**src/rtl/pwm_capture_if.sv**
```systemverilog
// Measurement bus of the PWM capture block: sampled PWM line in,
// recovered high time / period / duty code and line-status flags out.
interface pwm_capture_if #(parameter int CNT_W = 10);
  logic             PWM_in;
  logic [CNT_W:0]   high_time;
  logic [CNT_W:0]   period;
  logic [CNT_W-1:0] duty_code;
  logic             meas_vld;
  logic             stuck_hi;
  logic             stuck_lo;

  modport master (input PWM_in,
                  output high_time, period, duty_code, meas_vld, stuck_hi, stuck_lo);
  modport slave  (output PWM_in,
                  input high_time, period, duty_code, meas_vld, stuck_hi, stuck_lo);
endinterface

```
**src/rtl/pwm_capture.sv**
```systemverilog
// PWM capture: measures high time and period (rise to rise) of an async
// PWM line, recovers the generator duty code and flags a stuck line.
module pwm_capture #(
   parameter int CNT_W   = 10,
   parameter int TIMEOUT = 2047
) (
   input logic          clk,
   input logic          rst_n,
   pwm_capture_if.master bus
);
   localparam int TO_W = $clog2(TIMEOUT + 1);
   localparam logic [CNT_W:0]   CNT_MAX = '1;
   localparam logic [CNT_W:0]   ONE     = 1;
   localparam logic [CNT_W-1:0] DC_ONE  = 1;
   localparam logic [TO_W-1:0]  NE_ONE  = 1;
   localparam logic [TO_W-1:0]  NE_SAT  = TO_W'(TIMEOUT);
   localparam logic [TO_W-1:0]  NE_FIRE = TO_W'(TIMEOUT - 1);

   typedef enum logic [1:0] {IDLE, HIGH, LOW} state_t;

   state_t           state;
   logic             s1, s2, prev;
   logic [CNT_W:0]   p_cnt, h_cnt;
   logic [TO_W-1:0]  ne_cnt;
   logic [CNT_W:0]   high_time_r, period_r;
   logic [CNT_W-1:0] duty_code_r;
   logic             meas_vld_r, stuck_hi_r, stuck_lo_r;

   logic rise, fall, timeout;
   assign rise    = s2 & ~prev;
   assign fall    = ~s2 & prev;
   // Fires once: the counter saturates at TIMEOUT and never matches again.
   assign timeout = ~rise & ~fall & (ne_cnt == NE_FIRE);

   function automatic logic [CNT_W:0] sat_inc(input logic [CNT_W:0] x);
      return (x == CNT_MAX) ? x : x + ONE;
   endfunction

   always_ff @(posedge clk) begin
      if (!rst_n) begin
         s1          <= 1'b0;
         s2          <= 1'b0;
         prev        <= 1'b0;
         state       <= IDLE;
         p_cnt       <= '0;
         h_cnt       <= '0;
         ne_cnt      <= '0;
         high_time_r <= '0;
         period_r    <= '0;
         duty_code_r <= '0;
         meas_vld_r  <= 1'b0;
         stuck_hi_r  <= 1'b0;
         stuck_lo_r  <= 1'b0;
      end else begin
         s1         <= bus.PWM_in;
         s2         <= s1;
         prev       <= s2;
         meas_vld_r <= 1'b0;

         if (rise || fall)
            ne_cnt <= '0;
         else if (ne_cnt != NE_SAT)
            ne_cnt <= ne_cnt + NE_ONE;

         if (timeout) begin
            state      <= IDLE;
            p_cnt      <= '0;
            h_cnt      <= '0;
            stuck_hi_r <= s2;
            stuck_lo_r <= ~s2;
         end else begin
            case (state)
               IDLE: if (rise) begin
                  // First rise after idle/stuck: start a period, nothing to report yet.
                  state      <= HIGH;
                  p_cnt      <= ONE;
                  h_cnt      <= ONE;
                  stuck_hi_r <= 1'b0;
                  stuck_lo_r <= 1'b0;
               end
               HIGH: begin
                  p_cnt <= sat_inc(p_cnt);
                  if (fall) state <= LOW;
                  else      h_cnt <= sat_inc(h_cnt);
               end
               LOW: if (rise) begin
                  state       <= HIGH;
                  period_r    <= p_cnt;
                  high_time_r <= h_cnt;
                  duty_code_r <= h_cnt[CNT_W-1:0] - DC_ONE;
                  meas_vld_r  <= 1'b1;
                  p_cnt       <= ONE;
                  h_cnt       <= ONE;
               end else begin
                  p_cnt <= sat_inc(p_cnt);
               end
               default: state <= IDLE;
            endcase
         end
      end
   end

   assign bus.high_time = high_time_r;
   assign bus.period    = period_r;
   assign bus.duty_code = duty_code_r;
   assign bus.meas_vld  = meas_vld_r;
   assign bus.stuck_hi  = stuck_hi_r;
   assign bus.stuck_lo  = stuck_lo_r;
endmodule

```
**src/flat_wrapper.sv**
```systemverilog
// flat-port wrapper written by rule: the top's interface ports become plain ports
module pwm_capture_flat 
#(
   parameter int CNT_W   = 10,
   parameter int TIMEOUT = 2047
)
  (clk, rst_n, bus_PWM_in, bus_high_time, bus_period, bus_duty_code, bus_meas_vld, bus_stuck_hi, bus_stuck_lo);
  pwm_capture_if #(.CNT_W(CNT_W)) bus_i ();
  input logic clk;
  input logic rst_n;
  input wire logic [$bits(bus_i.PWM_in)-1:0] bus_PWM_in;
  output wire logic [$bits(bus_i.high_time)-1:0] bus_high_time;
  output wire logic [$bits(bus_i.period)-1:0] bus_period;
  output wire logic [$bits(bus_i.duty_code)-1:0] bus_duty_code;
  output wire logic [$bits(bus_i.meas_vld)-1:0] bus_meas_vld;
  output wire logic [$bits(bus_i.stuck_hi)-1:0] bus_stuck_hi;
  output wire logic [$bits(bus_i.stuck_lo)-1:0] bus_stuck_lo;
  assign bus_i.PWM_in = bus_PWM_in;
  assign bus_high_time = bus_i.high_time;
  assign bus_period = bus_i.period;
  assign bus_duty_code = bus_i.duty_code;
  assign bus_meas_vld = bus_i.meas_vld;
  assign bus_stuck_hi = bus_i.stuck_hi;
  assign bus_stuck_lo = bus_i.stuck_lo;
  pwm_capture #(.CNT_W(CNT_W), .TIMEOUT(TIMEOUT)) u_core (.clk(clk), .rst_n(rst_n), .bus(bus_i));
endmodule
```
**config.mk**
```make
export PLATFORM = sky130hd
export DESIGN_NAME = pwm_capture_flat
export DESIGN_NICKNAME = d
export VERILOG_FILES = /design/src/rtl/pwm_capture_if.sv /design/src/rtl/pwm_capture.sv /design/src/flat_wrapper.sv
export SDC_FILE = /design/constraint.sdc
export NUM_CORES = 1
export LEC_CHECK = 0
export ABC_CLOCK_PERIOD_IN_PS = 2100
export BUFFER_PORTS_ARGS = -buffer_cell sky130_fd_sc_hd__buf_2
export CAP_MARGIN = 20
export CORE_MARGIN = 10
export CORE_UTILIZATION = 52
export CTS_CLUSTER_DIAMETER = 40
export DETAILED_ROUTE_END_ITERATION = 10
export GPL_TIMING_DRIVEN = 0
export PLACE_DENSITY = 0.75
export REMOVE_ABC_BUFFERS = 1
export SYNTH_ARGS = -nofsm -noshare
export SYNTH_HDL_FRONTEND = slang
export SYNTH_SLANG_ARGS = --single-unit
```
**constraint.sdc**
```tcl
create_clock -name clk -period 2.1 [get_ports clk]
set_clock_uncertainty 0.15 [all_clocks]
set_input_delay 0.105 -clock clk [delete_from_list [all_inputs] [get_ports clk]]
set_output_delay 0.105 -clock clk [all_outputs]
set_load 0.01 [all_outputs]
```
Yosys cells after proc, flatten, opt, wreduce, memory -nomap -nowiden
Cells that the tools add are included.
{ "word_totals": {"out_inout_bits": 35, "register_bits": 73, "input_bits": 3} }
{ "op_classes": {"n_reduce_logical": 15, "n_eq_ne": 11, "add_sub_neg": 4, "mux": 15, "n_bitwise": 11} }
{ "op_table": {"columns": ["cell", "count"], "rows": [
  ["2-to-1 mux 11 bit", 5],
  ["adder 11 x 1 -> 11 bit, second input constant", 3],
  ["equality test 11 bit, second input constant", 3],
  ["case mux 11 bit (3 select lines)", 1],
  ["case mux 11 bit (2 select lines)", 1],
  ["!= test 11 bit, second input constant", 1],
  ["subtractor 10 x 1 -> 10 bit, second input constant", 1],
  ["inverter 1 bit", 7],
  ["!= test 2 x 1 -> 1 bit, second input constant", 3],
  ["AND reduction 2 bit", 3],
  ["nonzero test 2 bit", 3],
  ["OR reduction 2 bit", 3],
  ["2-to-1 mux 1 bit", 5],
  ["bitwise AND 1 bit", 4],
  ["2-to-1 mux 2 bit", 2],
  ["!= test 2 bit, second input constant", 2],
  ["case mux 2 bit (2 select lines)", 1],
  ["AND reduction 4 bit", 1],
  ["AND reduction 3 bit", 1],
  ["nonzero test 3 bit", 1],
  ["OR reduction 3 bit", 1],
  ["equality test 2 x 1 -> 1 bit, second input constant", 1],
  ["equality test 2 bit, second input constant", 1],
  ["logical NOT 2 bit", 1],
  ["logical OR 1 bit", 1]
]} }

Logic depth before layout (Yosys ltp)
Gate-level depths: netlist (run 1).
{ "depth": {"word_depth": 7, "depth_mapped": 8, "ltp_nobuf": 6} }

Least setup slack after synthesis (run 1)
No wires, ideal clock.
{ "synth_timing": {"path_type": "register to register", "startpoint": "register u_core.state[0]", "endpoint": "register u_core.h_cnt[7]", "setup_slack_ns": 0.130, "setup_time_ns": 0.095, "t_required_ns": 1.855, "path_stages_with_launch": 7, "t_arrival_ns": 1.725, "cell_sequence": "dfxtp_1 -> inv_1 -> ha_1 -> buf_2 -> a2111o_1 -> or3_1 -> a221oi_1"} }
{ "synth_between": {"elab_chain_cells": 4, "elab_cells_between_ends": 10, "classes_between": "eq/ne (5); mux (1); reduce/logical (4)"} }
{ "synth_lines": {"columns": ["item", "line", "source"], "rows": [
  ["start: declaration", "pwm_capture.sv:21", "state_t state;"],
  ["start signal: assignment", "pwm_capture.sv:44", "state <= IDLE;"],
  ["start signal: assignment", "pwm_capture.sv:66", "state <= IDLE;"],
  ["start signal: assignment", "pwm_capture.sv:75", "state <= HIGH;"],
  ["equality test 2 bit or logical NOT 2 bit (tied branches)", "pwm_capture.sv:72", "case (state)"],
  ["OR reduction 2 bit (no line)", null, null],
  ["!= test 2 x 1 -> 1 bit (no line) or nonzero test 2 bit (tied branches)", null, null],
  ["AND reduction 4 bit (no line)", null, null],
  ["end signal: assignment", "pwm_capture.sv:84", "else h_cnt <= sat_inc(h_cnt);"],
  ["end: declaration", "pwm_capture.sv:23", "logic [CNT_W:0] p_cnt, h_cnt;"]
]} }
Several ways; a longest one is shown, not always the timed one.
A chain may end at the register's enable or synchronous reset.

Worst setup path after layout (run 1)
{ "layout_timing": {"startpoint": "register u_core.prev", "endpoint": "register u_core.h_cnt[9]"} }
{ "layout_between": {"elab_chain_cells": 6, "elab_cells_between_ends": 11, "classes_between": "eq/ne (2); bitwise (7); reduce/logical (2)"} }
{ "layout_lines": {"columns": ["item", "line", "source"], "rows": [
  ["start: declaration", "pwm_capture.sv:22", "logic s1, s2, prev;"],
  ["start signal: assignment", "pwm_capture.sv:43", "prev <= 1'b0;"],
  ["start signal: assignment", "pwm_capture.sv:57", "prev <= s2;"],
  ["inverter 1 bit", "pwm_capture.sv:30", "assign rise = s2 & ~prev;"],
  ["bitwise AND 1 bit", "pwm_capture.sv:30", null],
  ["inverter 1 bit", "pwm_capture.sv:33", "assign timeout = ~rise & ~fall & (ne_cnt == NE_FIRE);"],
  ["bitwise AND 1 bit (2 in series)", "pwm_capture.sv:33", null],
  ["OR reduction 2 bit (no line)", null, null]
]} }
Several ways; a longest one is shown, not always the timed one.

==> results of run 1 <==
## worst max-delay path by stage
stage / cells past startpoint / slack, ns / start / end
floorplan: 6 / -0.54 / u_core.prev / u_core.p_cnt[9]
global placement: 6 / -1.40 / u_core.prev / u_core.p_cnt[9]
detailed placement: 5 / -0.50 / u_core.h_cnt[0] / u_core.h_cnt[7]
CTS: 6 / 0.003 / u_core.state[0] / u_core.h_cnt[9]
global route: 7 / -0.03 / u_core.prev / u_core.h_cnt[9]
finish: 7 / 0.07 / u_core.prev / u_core.h_cnt[9]
## layer usage
layer / wire length [microns] / vias to the layer above / part of all wire / track usage
met5: 0 / - / 0 / 0
met4: 153 / 0 / 0.019 / 0.06431
met3: 488 / 13 / 0.061 / 0.04697
met2: 3850 / 78 / 0.48 / 0.2451
met1: 3456 / 1440 / 0.43 / 0.1754
li1: - / 1559 / - / -
## state kept, by name (all words and copies together) (netlist names), 2 cells and up
name,count
u_core.bus.duty_code,10
u_core.bus.high_time,11
u_core.ne_cnt,11
u_core.state,2
u_core.h_cnt,11
u_core.p_cnt,11
u_core.bus.period,11
## cells in the mapped netlist (2+ instances only)
library cell,number
buf_1,3
a211oi_1,13
a41oi_1,4
a21oi_1,46
mux2_2,2
nor2b_1,3
clkbuf_1,13
nand3_1,13
and4_1,2
nor4_1,3
a21o_1,2
mux2i_1,2
inv_1,15
and3_1,5
o211ai_1,2
ha_1,11
o21ai_0,15
buf_4,2
xor2_1,3
or4_1,5
nand4_1,8
o21a_1,3
dfxtp_1,73
or3_1,7
nand2b_1,4
buf_2,7
nand3b_1,2
xnor2_1,8
and2_1,3
o31ai_1,4
nor2_1,26
nand2_1,60
nor3_1,14
a31oi_1,8
## placed cells by master, fill, tap and decap left out, drive strengths merged, types with 5 or more instances in the layout
cell,instances
a211oi,14
a21oi,46
a31oi,8
and3,6
buf,45
clkbuf,12
dfxtp,73
ha,11
inv,16
nand2,60
nand3,13
nand4,9
nor2,26
nor3,14
nor4,5
o21ai,16
or3,7
or4,6
xnor2,8
## area by class of cell
| class | count | share of cell area |
|---|---|---|
| sequential | 73 | 0.3605 |
| clock inverter | 4 | 0.01807 |
| timing repair buffer | 48 | 0.07014 |
| inverter | 15 | 0.01378 |
| clock buffer | 12 | 0.03798 |
| tap | 77 | 0.02358 |
| multi-input combinational | 299 | 0.4760 |
## critical path: stages (launching register included)
cell and delay [ns]:
dfxtp_1 0.34, inv_1 0.05, ha_2 0.29, nand4_1 0.15, o31ai_4 0.14, buf_4 0.19, or4_4 0.53, o32ai_2 0.12
## cells by family after synthesis
family	synth area share
simple gates	0.2418
compound gates	0.2019
flops	0.4233
buf+inv	0.05291
xor+xnor	0.02791
fa+ha+maj	0.03987
mux	0.01232
## power breakdown
group | leakage [nW] | internal [mW] | total, mW | switching, mW
clock network | 0.117 | 0.737 | 1.26 | 0.521
logic | 0.817 | 0.0656 | 0.165 | 0.0992
registers | 0.592 | 1.39 | 1.41 | 0.0155
total | 1.53 | 2.20 | 2.83 | 0.635
## metrics by stage
step | util | worst slack [ns]
4_1_cts | 0.6225 | 0.002758
3_3_place_gp | 0.5649 | -1.402
3_5_place_dp | 0.5701 | -0.4951
5_1_grt | 0.6397 | -0.03234
6_report | 0.6397 | 0.06826
2_1_floorplan | - | -0.5442
## what timing repair did
| item | in CTS | in global routing |
|---|---|---|
| endpoints found under the hold margin | 6 | 0 |
| hold buffers | 3 | 0 |
| setup endpoints to repair | 40 | 33 |
| gates resized for setup | 12 | 23 |
| pin swaps | 2 | 5 |
| setup buffers | 4 | 2 |
==> impl_results.md, run 1 <==
- Hold EP: u_core.s2
- DR vias: 3090
- Crit path time final: around 2.0 ns
- Die Ht: roughly 100 microns
- Status: finished clean
- Required @ worst endpoint: 2.22 ns
- Max Clk Rate: ~490 MHz
- # rows: 29
- Post-layout nets: 460
- Mapped Avg Cell Area: roughly 8.3 sq um
- Warnings, synthesis: 0
- H-tree levels: 3
- Die area: slightly above 10000 sq um
- DP Wirelength: ~5.3 mm
- WL/cell: approximately 15 microns
- Syn Inst Count: 414
- Proportion of layout cells with a drive suffix above 1: 0.2195
- Max-slew violation count: 0
- Fillers: between 500 and 600
- CP Launch Type: register
- Routability congestion estimate: 0.8317
- DP Area: ~3600 sq um
- Crit path kind: reg2reg
- Worst-path clk slew: ~0.080 ns
- Final hold viol count: 0
- Vias in the first global route: approximately 2700
- Worst-case clock buffer depth: 2
- RSZ-0062 raised after global routing: true
- Area leader, netlist: dfxtp_1
- Post-Place Cells: 503
- CORE AREA: roughly 6400 sq um
- EDFF count, synth: 0
- First-pass detailed-route iteration total: 4
- Reg-to-Reg Start: u_core.prev
- Slew headroom: 0.3177
- Cell area after layout: 4085 sq um
- Crit Path Max Fanout: 7
- Vias per cell: 5.852
- DRC viols: 0
- Hold_ws: between 0.2 and 0.3 ns
- Overall power: between 2 and 3 mW
- FF+latch count, synth: 73
- Power per cell area: between 600 and 700 nW/um^2
- Worst EP arrival: 2.15 ns
- Setup crit end kind: register
- Reg2reg setup slack: about 0.07 ns
- Worst-Skew Late Latency: approximately 0.35 ns
- Synth top area share: 0.4233
- Starting Density: 0.5406
- Final ANT Viol Nets: 0
- Setup TNS: 0 ns
- Path depth of the worst reg2reg path: 7
- Hold path start: u_core.s1
- Num CTS Buffers: 9
- Final std cells w/o fill: around 530
- Total grt overflow: 0
- Final setup viols: 0
- Cell variety after synth: 57
- CTS sink cnt: 73
- Num ports: 38
- 1st-iter DRT viols: approximately 110
- N_diodes: 0
- Die width: just over 100 microns
- Hold path cells: 1
- Wirelength, routed: slightly below 8 mm
- CTS tree: built
- Post-synth top flop: dfxtp_1
- Area growth syn-to-layout: 18.34%
- Mapped Area: approximately 3500 sq um
- RR Endpoint: u_core.h_cnt[9]
- Initial antenna violation count: 0
- Multi-input logic area: roughly 1900 sq um
- Worst Tran Pin Value: slightly above 1 ns
- Pleak: 1.527 nW
- Post-synthesis sequential area ratio: 0.4233
- First-pass GRT wire length: approximately 13 mm
- Largest net degree at the start of global routing: 33
- Storage element area: around 1500 sq um
- GRT Overall Usage: 0.1493
- Worst IR Drop VDD: ~0.0005 V
- Main area contributors after synthesis: dfxtp_1 42%, a21oi_1 6.7%, nand2_1 6.5%, ha_1 4.0%, a211oi_1 2.8%
- Hold WC Path Type: reg2reg
- Root Buffer: clkbuf_8
- Port bufs: 37
- Ys async rst share: 0
- Number of max-cap violations: 0
- Final period util: 0.9675
Power figures use the tool's default switching activity.
==> run 2, diff against run 1 <==
- CELL_PAD_IN_SITES_DETAIL_PLACEMENT: not set -> 0
- CELL_PAD_IN_SITES_GLOBAL_PLACEMENT: not set -> 2
- CORE_UTILIZATION: 52 -> 31
- PLACE_DENSITY: 0.75 -> not set
- PLACE_DENSITY_LB_ADDON: not set -> 0.1
==> run 2 against run 1 <==
Power is 9.7% lower. Register-to-register slack hardly changed. Die area is 53% higher. First-iteration DRC count is 81% higher. Non-clock buffer count is 2 higher. Worst hold slack worse by 0.0011 ns. Utilization is 26 points lower. Critical endpoint is now u_core.h_cnt[5]. Largest cell class unchanged.
==> impl_results.md, run 2 (synthesis results as in run 1) <==
- CP max-delay cell: a2111o_1 (was or4_4)
- Worst IR Drop VDD: 0.0003195 V (was 0.0005026 V)
- 1st-iter DRT viols: 196 (was 108)
- First-pass detailed-route iteration total: 4 (unchanged)
- Worst setup margin: 0.06472 ns (was 0.06826 ns)
- Port bufs: 37 (unchanged)
- Overall power: 2.559 mW (was 2.833 mW)
- Crit path time final: 2.035 ns (was 2.032 ns)
- Switching share of power: 0.2436 (was 0.2243)
- Most common cell after layout, fill and taps aside: dfxtp_1 (unchanged)
- Most frequent cells in the layout: 63 x dfxtp_1, 58 x nand2_1, 46 x a21oi_1, 37 x buf_2, 25 x nor2_1 (was 66 x dfxtp_1, 59 x nand2_1, 46 x a21oi_1, 37 x buf_2, 25 x nor2_1)
- Die area: 15760 sq um (was 10300 sq um)
- Pleak: 1.519 nW (was 1.527 nW)
- Starting Density: 0.3171 (was 0.5406)
- Num ports: 38 (unchanged)
- Final ANT Viol Nets: 0 (unchanged)
- Required @ worst endpoint: 2.24 ns (was 2.22 ns)
- Setup crit end kind: register (unchanged)
- First-pass GRT wire length: 15.19 mm (was 12.57 mm)
- Delay-heaviest family, CP: compound AO/OA/AOI/OAI gates (was simple AND/OR/NAND/NOR gates)
- Initial antenna violation count: 0 (unchanged)
- Root Buffer: clkbuf_8 (unchanged)
- Place WS: -0.4863 ns (was -0.4951 ns)
- Status: finished clean (unchanged)
- Wirelength, routed: 8.972 mm (was 7.948 mm)
- CORE AREA: 10890 sq um (was 6386 sq um)
- CP max stage delay: 0.48 ns (was 0.53 ns)
- # rows: 38 (was 29)
- Max Clk Rate: 491.3 MHz (was 492.2 MHz)
- Slew headroom: 0.6022 (was 0.3177)
- N_diodes: 0 (unchanged)
- Hold WC Path Type: reg2reg (unchanged)
- Crit path kind: reg2reg (unchanged)
- Worst-path clk slew: 0.07 ns (was 0.08 ns)
- Vias per cell: 5.138 (was 5.852)
- Share of power burned in registers: 0.551 (was 0.498)
- Area growth syn-to-layout: 19.79% (was 18.34%)
- DRC viols: 0 (unchanged)
- Crit-path cells: inv_2 > ha_4 > a2111o_1 > buf_6 > or4_1 > a21oi_1 (was inv_1 > ha_2 > nand4_1 > o31ai_4 > buf_4 > or4_4 > o32ai_2)
- Worst-case clock buffer depth: 2 (unchanged)
- Final setup viols: 0 (unchanged)
- Post-layout nets: 462 (was 460)
- Largest net degree at the start of global routing: 41 (was 33)
- Hold_ws: 0.2873 ns (was 0.2884 ns)
- Final hold viol count: 0 (unchanged)
- H-tree levels: 3 (unchanged)
- Crit Path Max Fanout: 7 (unchanged)
- CP Launch Type: register (unchanged)
- Worst-Skew Late Latency: 0.35 ns (about the same)
- RSZ-0062 raised after global routing: true (unchanged)
- Vias in the first global route: 2945 (was 2716)
- Combinational group share of total power: 0.071 (was 0.058)
- CTS tree: built (unchanged)
- Die Ht: 125.5 microns (was 101.5 microns)
- Die width: 125.5 microns (was 101.5 microns)
- Proportion of layout cells with a drive suffix above 1: 0.2227 (was 0.2195)
- Power per cell area: 618.8 nW/um^2 (was 693.4 nW/um^2)
- Worst EP arrival: 2.18 ns (was 2.15 ns)
- Clk pwr share: 0.378 (was 0.444)
- Number of max-cap violations: 0 (unchanged)
- Final period util: 0.9692 (was 0.9675)
- Num CTS Buffers: 9 (unchanged)
- Worst Tran Pin Value: 0.5960 ns (was 1.022 ns)
- Routability congestion estimate: 0.7711 (was 0.8317)
- DP Wirelength: 6.002 mm (was 5.297 mm)
- CTS sink cnt: 73 (unchanged)
- Int Power: 1.936 mW (was 2.197 mW)
- WL/cell: 15.23 microns (was 15.05 microns)
- Sw power: 623.3 uW (was 635.3 uW)
- Total grt overflow: 0 (unchanged)
- WP buf/inv: 2 (unchanged)
- GRT Overall Usage: 0.1167 (was 0.1493)
- DR vias: 3026 (was 3090)
- Max-slew violation count: 0 (unchanged)
==> run 2: layout make-up <==
class	count	area [sq um]
fill	1150	6753
clock buffer	11	151.4
inverter	15	56.30
multi-input combinational	299	1931
timing repair buffer	50	337.8
sequential	73	1479
tap	140	175.2
clock inverter	1	5.005
==> run 2: what timing repair did <==
item | CTS | global route
buffers inserted | 2 | 4
hold buffers | 3 | 0
gates resized for setup | 14 | 23
endpoints found under the hold margin | 6 | 0
pin swaps | 2 | 3
setup endpoints to repair | 34 | 53
cloned | 0 | 0
==> run 2: power by group through the flow <==
stage          combinational [mW]  clock (mW)  sequential, mW
2_1_floorplan               0.105           0            1.44
3_3_place_gp                0.148           0            1.44
3_5_place_dp                0.157           0            1.44
4_1_cts                     0.170        1.02            1.41
5_1_grt                     0.203        1.07            1.41
6_report                    0.181       0.968            1.41
==> run 2: metal layers <==
layer  vias up  share of wire  global-route usage  routed length (microns)
li1       1550              -                   -                        -
met4         0          0.020             0.05691                      176
met2        55           0.42              0.1636                     3757
met3        13          0.044             0.02915                      397
met5         -              0                   0                        0
met1      1408           0.52              0.1614                     4640
==> run 2: worst paths after layout <==
path,start,endpoint,slack [ns],depth (start not counted)
min,u_core.s1,u_core.s2,0.29,1
max reg2reg,u_core.state[1],u_core.h_cnt[5],0.06,6
max,u_core.state[1],u_core.h_cnt[5],0.06,6
min reg2reg,u_core.s1,u_core.s2,0.29,1
==> run 2: through the flow <==
| stage | util | std cells | setup TNS (ns) | instance area, sq um |
|---|---|---|---|---|
| floorplan | - | 387 | -7.841 | 3326 |
| global placement | 0.3385 | 564 | -54.35 | 3686 |
| detailed placement | 0.3473 | 568 | -5.034 | 3781 |
| CTS | 0.3700 | 585 | -0.2098 | 4029 |
| global route | 0.3798 | 589 | -0.01727 | 4135 |
| finish | 0.3798 | 589 | 0 | 4135 |
==> run 3, diff against run 2 <==
- ABC_CLOCK_PERIOD_IN_PS: 2100 -> 1950
- CORE_UTILIZATION: 31 -> 35
- clock period: 2.1 -> 1.95 ns (I/O delays scaled with it)
==> run 3 against run 2 <==
The run now ends with setup timing left. Routed wire length grew 4.3%. Final area grew 7.4%. Combinational power grew 29%. Global-route usage grew 1.4 points. Sequential share of layout area shrank 2.2 points. Via count grew 3.6%. Worst setup slack lost 0.14 ns. Critical path depth shrank 1. Sequential power grew 8%. Fmax grew 0.59%. Power grew 9.9%. Largest power group unchanged.
==> impl_results.md, run 3 (synthesis results as in run 1) <==
- Worst setup margin: -0.07332 ns (was 0.06472 ns)
- Final hold viol count: 0 (unchanged)
- Worst-case clock buffer depth: 2 (unchanged)
- RSZ-0062 raised after global routing: true (unchanged)
- N_diodes: 0 (unchanged)
- DP Wirelength: 5.951 mm (was 6.002 mm)
- Die Ht: 119.3 microns (was 125.5 microns)
- Final period util: 1.038 (was 0.9692)
- Wirelength, routed: 9.362 mm (was 8.972 mm)
- Die area: 14230 sq um (was 15760 sq um)
- Most common cell after layout, fill and taps aside: nand2_1 (was dfxtp_1)
- Num ports: 38 (unchanged)
- First-pass GRT wire length: 15.46 mm (was 15.19 mm)
- Worst EP arrival: 2.12 ns (was 2.18 ns)
- Slew headroom: 0.5855 (was 0.6022)
- Final setup viols: 3 (was 0)
- Status: complete, but fails checks (was finished clean)
- Initial antenna violation count: 0 (unchanged)
- Post-layout nets: 481 (was 462)
- Power per cell area: 633.2 nW/um^2 (was 618.8 nW/um^2)
- GRT Overall Usage: 0.1303 (was 0.1167)
- Most frequent cells in the layout: 59 x nand2_1, 58 x dfxtp_1, 43 x a21oi_1, 37 x buf_2, 24 x nor2_1 (was 63 x dfxtp_1, 58 x nand2_1, 46 x a21oi_1, 37 x buf_2, 25 x nor2_1)
- Hold WC Path Type: reg2reg (unchanged)
- 1st-iter DRT viols: 154 (was 196)
- Total grt overflow: 0 (unchanged)
- Worst Tran Pin Value: 0.6211 ns (was 0.5960 ns)
- Vias per cell: 5.183 (was 5.138)
- Setup crit end kind: register (unchanged)
- Worst-path clk slew: 0.07 ns (about the same)
- Crit path kind: reg2reg (unchanged)
- Final ANT Viol Nets: 0 (unchanged)
- Crit Path Max Fanout: 8 (was 7)
- Starting Density: 0.3565 (was 0.3171)
- # rows: 36 (was 38)
- CORE AREA: 9684 sq um (was 10890 sq um)
- Largest net degree at the start of global routing: 28 (was 41)
- Vias in the first global route: 2961 (was 2945)
- Violated checks: setup timing
- Required @ worst endpoint: 2.04 ns (was 2.24 ns)
- Die width: 119.3 microns (was 125.5 microns)
- Final std cells w/o fill: 605 (was 589)
- First-pass detailed-route iteration total: 4 (unchanged)
- DR vias: 3136 (was 3026)
- Post-Place Cells: 560 (was 568)
- Num CTS Buffers: 9 (unchanged)
- H-tree levels: 3 (unchanged)
- Worst IR Drop VDD: 0.0003061 V (was 0.0003195 V)
- Root Buffer: clkbuf_8 (unchanged)
- Max-slew violation count: 0 (unchanged)
- Overall power: 2.813 mW (was 2.559 mW)
- Area growth syn-to-layout: 28.67% (was 19.79%)
- CTS tree: built (unchanged)
- CP Launch Type: register (unchanged)
- Proportion of layout cells with a drive suffix above 1: 0.2987 (was 0.2227)
- Place WS: -0.6193 ns (was -0.4863 ns)
- Routability congestion estimate: 0.7874 (was 0.7711)
- Worst-Skew Late Latency: 0.34 ns (was 0.35 ns)
- CTS sink cnt: 73 (unchanged)
- Hold_ws: 0.2892 ns (was 0.2873 ns)
- Fillers: 1011 (was 1150)
- Max Clk Rate: 494.2 MHz (was 491.3 MHz)
- Pleak: 1.609 nW (was 1.519 nW)
- Crit path time final: 2.023 ns (was 2.035 ns)
- Number of max-cap violations: 0 (unchanged)
- DRC viols: 0 (unchanged)
- Port bufs: 37 (unchanged)
- WL/cell: 15.47 microns (was 15.23 microns)
[run 3: cell types whose count changed in the layout (fill, tap and decap cells not counted), moves of 3 or more]
cell,change
dfxtp_4,+3
dfxtp_1,-5
a21oi_2,+3
a21oi_1,-3
buf_4,+16
[run 3: report_power, final]
group	switching [mW]	internal, mW	total [mW]
registers	0.0178	1.50	1.52
logic	0.128	0.105	0.233
clock network	0.571	0.493	1.06
total	0.717	2.10	2.81
[run 3: per-layer routing]
layer  vias to the layer above  global-route usage  part of all wire
met4                         0             0.04223            0.0082
met5                         -                   0                 0
met2                        51              0.1885              0.43
met3                         5             0.03118             0.046
li1                       1607                   -                 -
met1                      1473              0.1852              0.52
[run 3: worst paths after layout]
kind / endpoint / slack (ns) / cells after the start / from
worst min register to register: u_core.s2 / 0.29 / 1 / u_core.s1
worst max register to register: u_core.h_cnt[7] / -0.07 / 5 / u_core.state[1]
worst min-delay path: u_core.s2 / 0.29 / 1 / u_core.s1
worst max-delay path: u_core.h_cnt[7] / -0.07 / 5 / u_core.state[1]
[run 3: layout make-up]
cell class              instances  area [sq um]  share of cell area
clock buffers                  11         141.4             0.03183
clock inverters                 5         31.28            0.007042
inverters                      15         63.81             0.01437
multi-input cells             300          2066              0.4651
flip-flops and latches         73          1493              0.3361
well taps                     133         166.4             0.03746
repair buffers                 68         480.5              0.1082
[run 3: what timing repair did]
action	CTS	global route
hold endpoints to repair	5	0
hold buffers	3	0
buffers inserted	10	14
pin swaps	7	19
cloned	1	1
gates resized for setup	39	34
endpoints found under the setup margin	54	28
[run 3: stage by stage]
stage / util / TNS (ns) / area [sq um]
2_1_floorplan: - / -11.61 / 3326
3_3_place_gp: 0.3797 / -54.51 / 3677
6_report: 0.4587 / -0.1449 / 4442
4_1_cts: 0.4324 / -0.1495 / 4188
5_1_grt: 0.4587 / -0.8899 / 4442
3_5_place_dp: 0.3882 / -13.79 / 3760
[run 3: worst max-delay path, cell delays in order (launching register included)]
cell,delay [ns]
dfxtp_4,0.39
inv_6,0.05
ha_4,0.18
a2111o_1,0.52
or3_1,0.40
a221oi_2,0.25
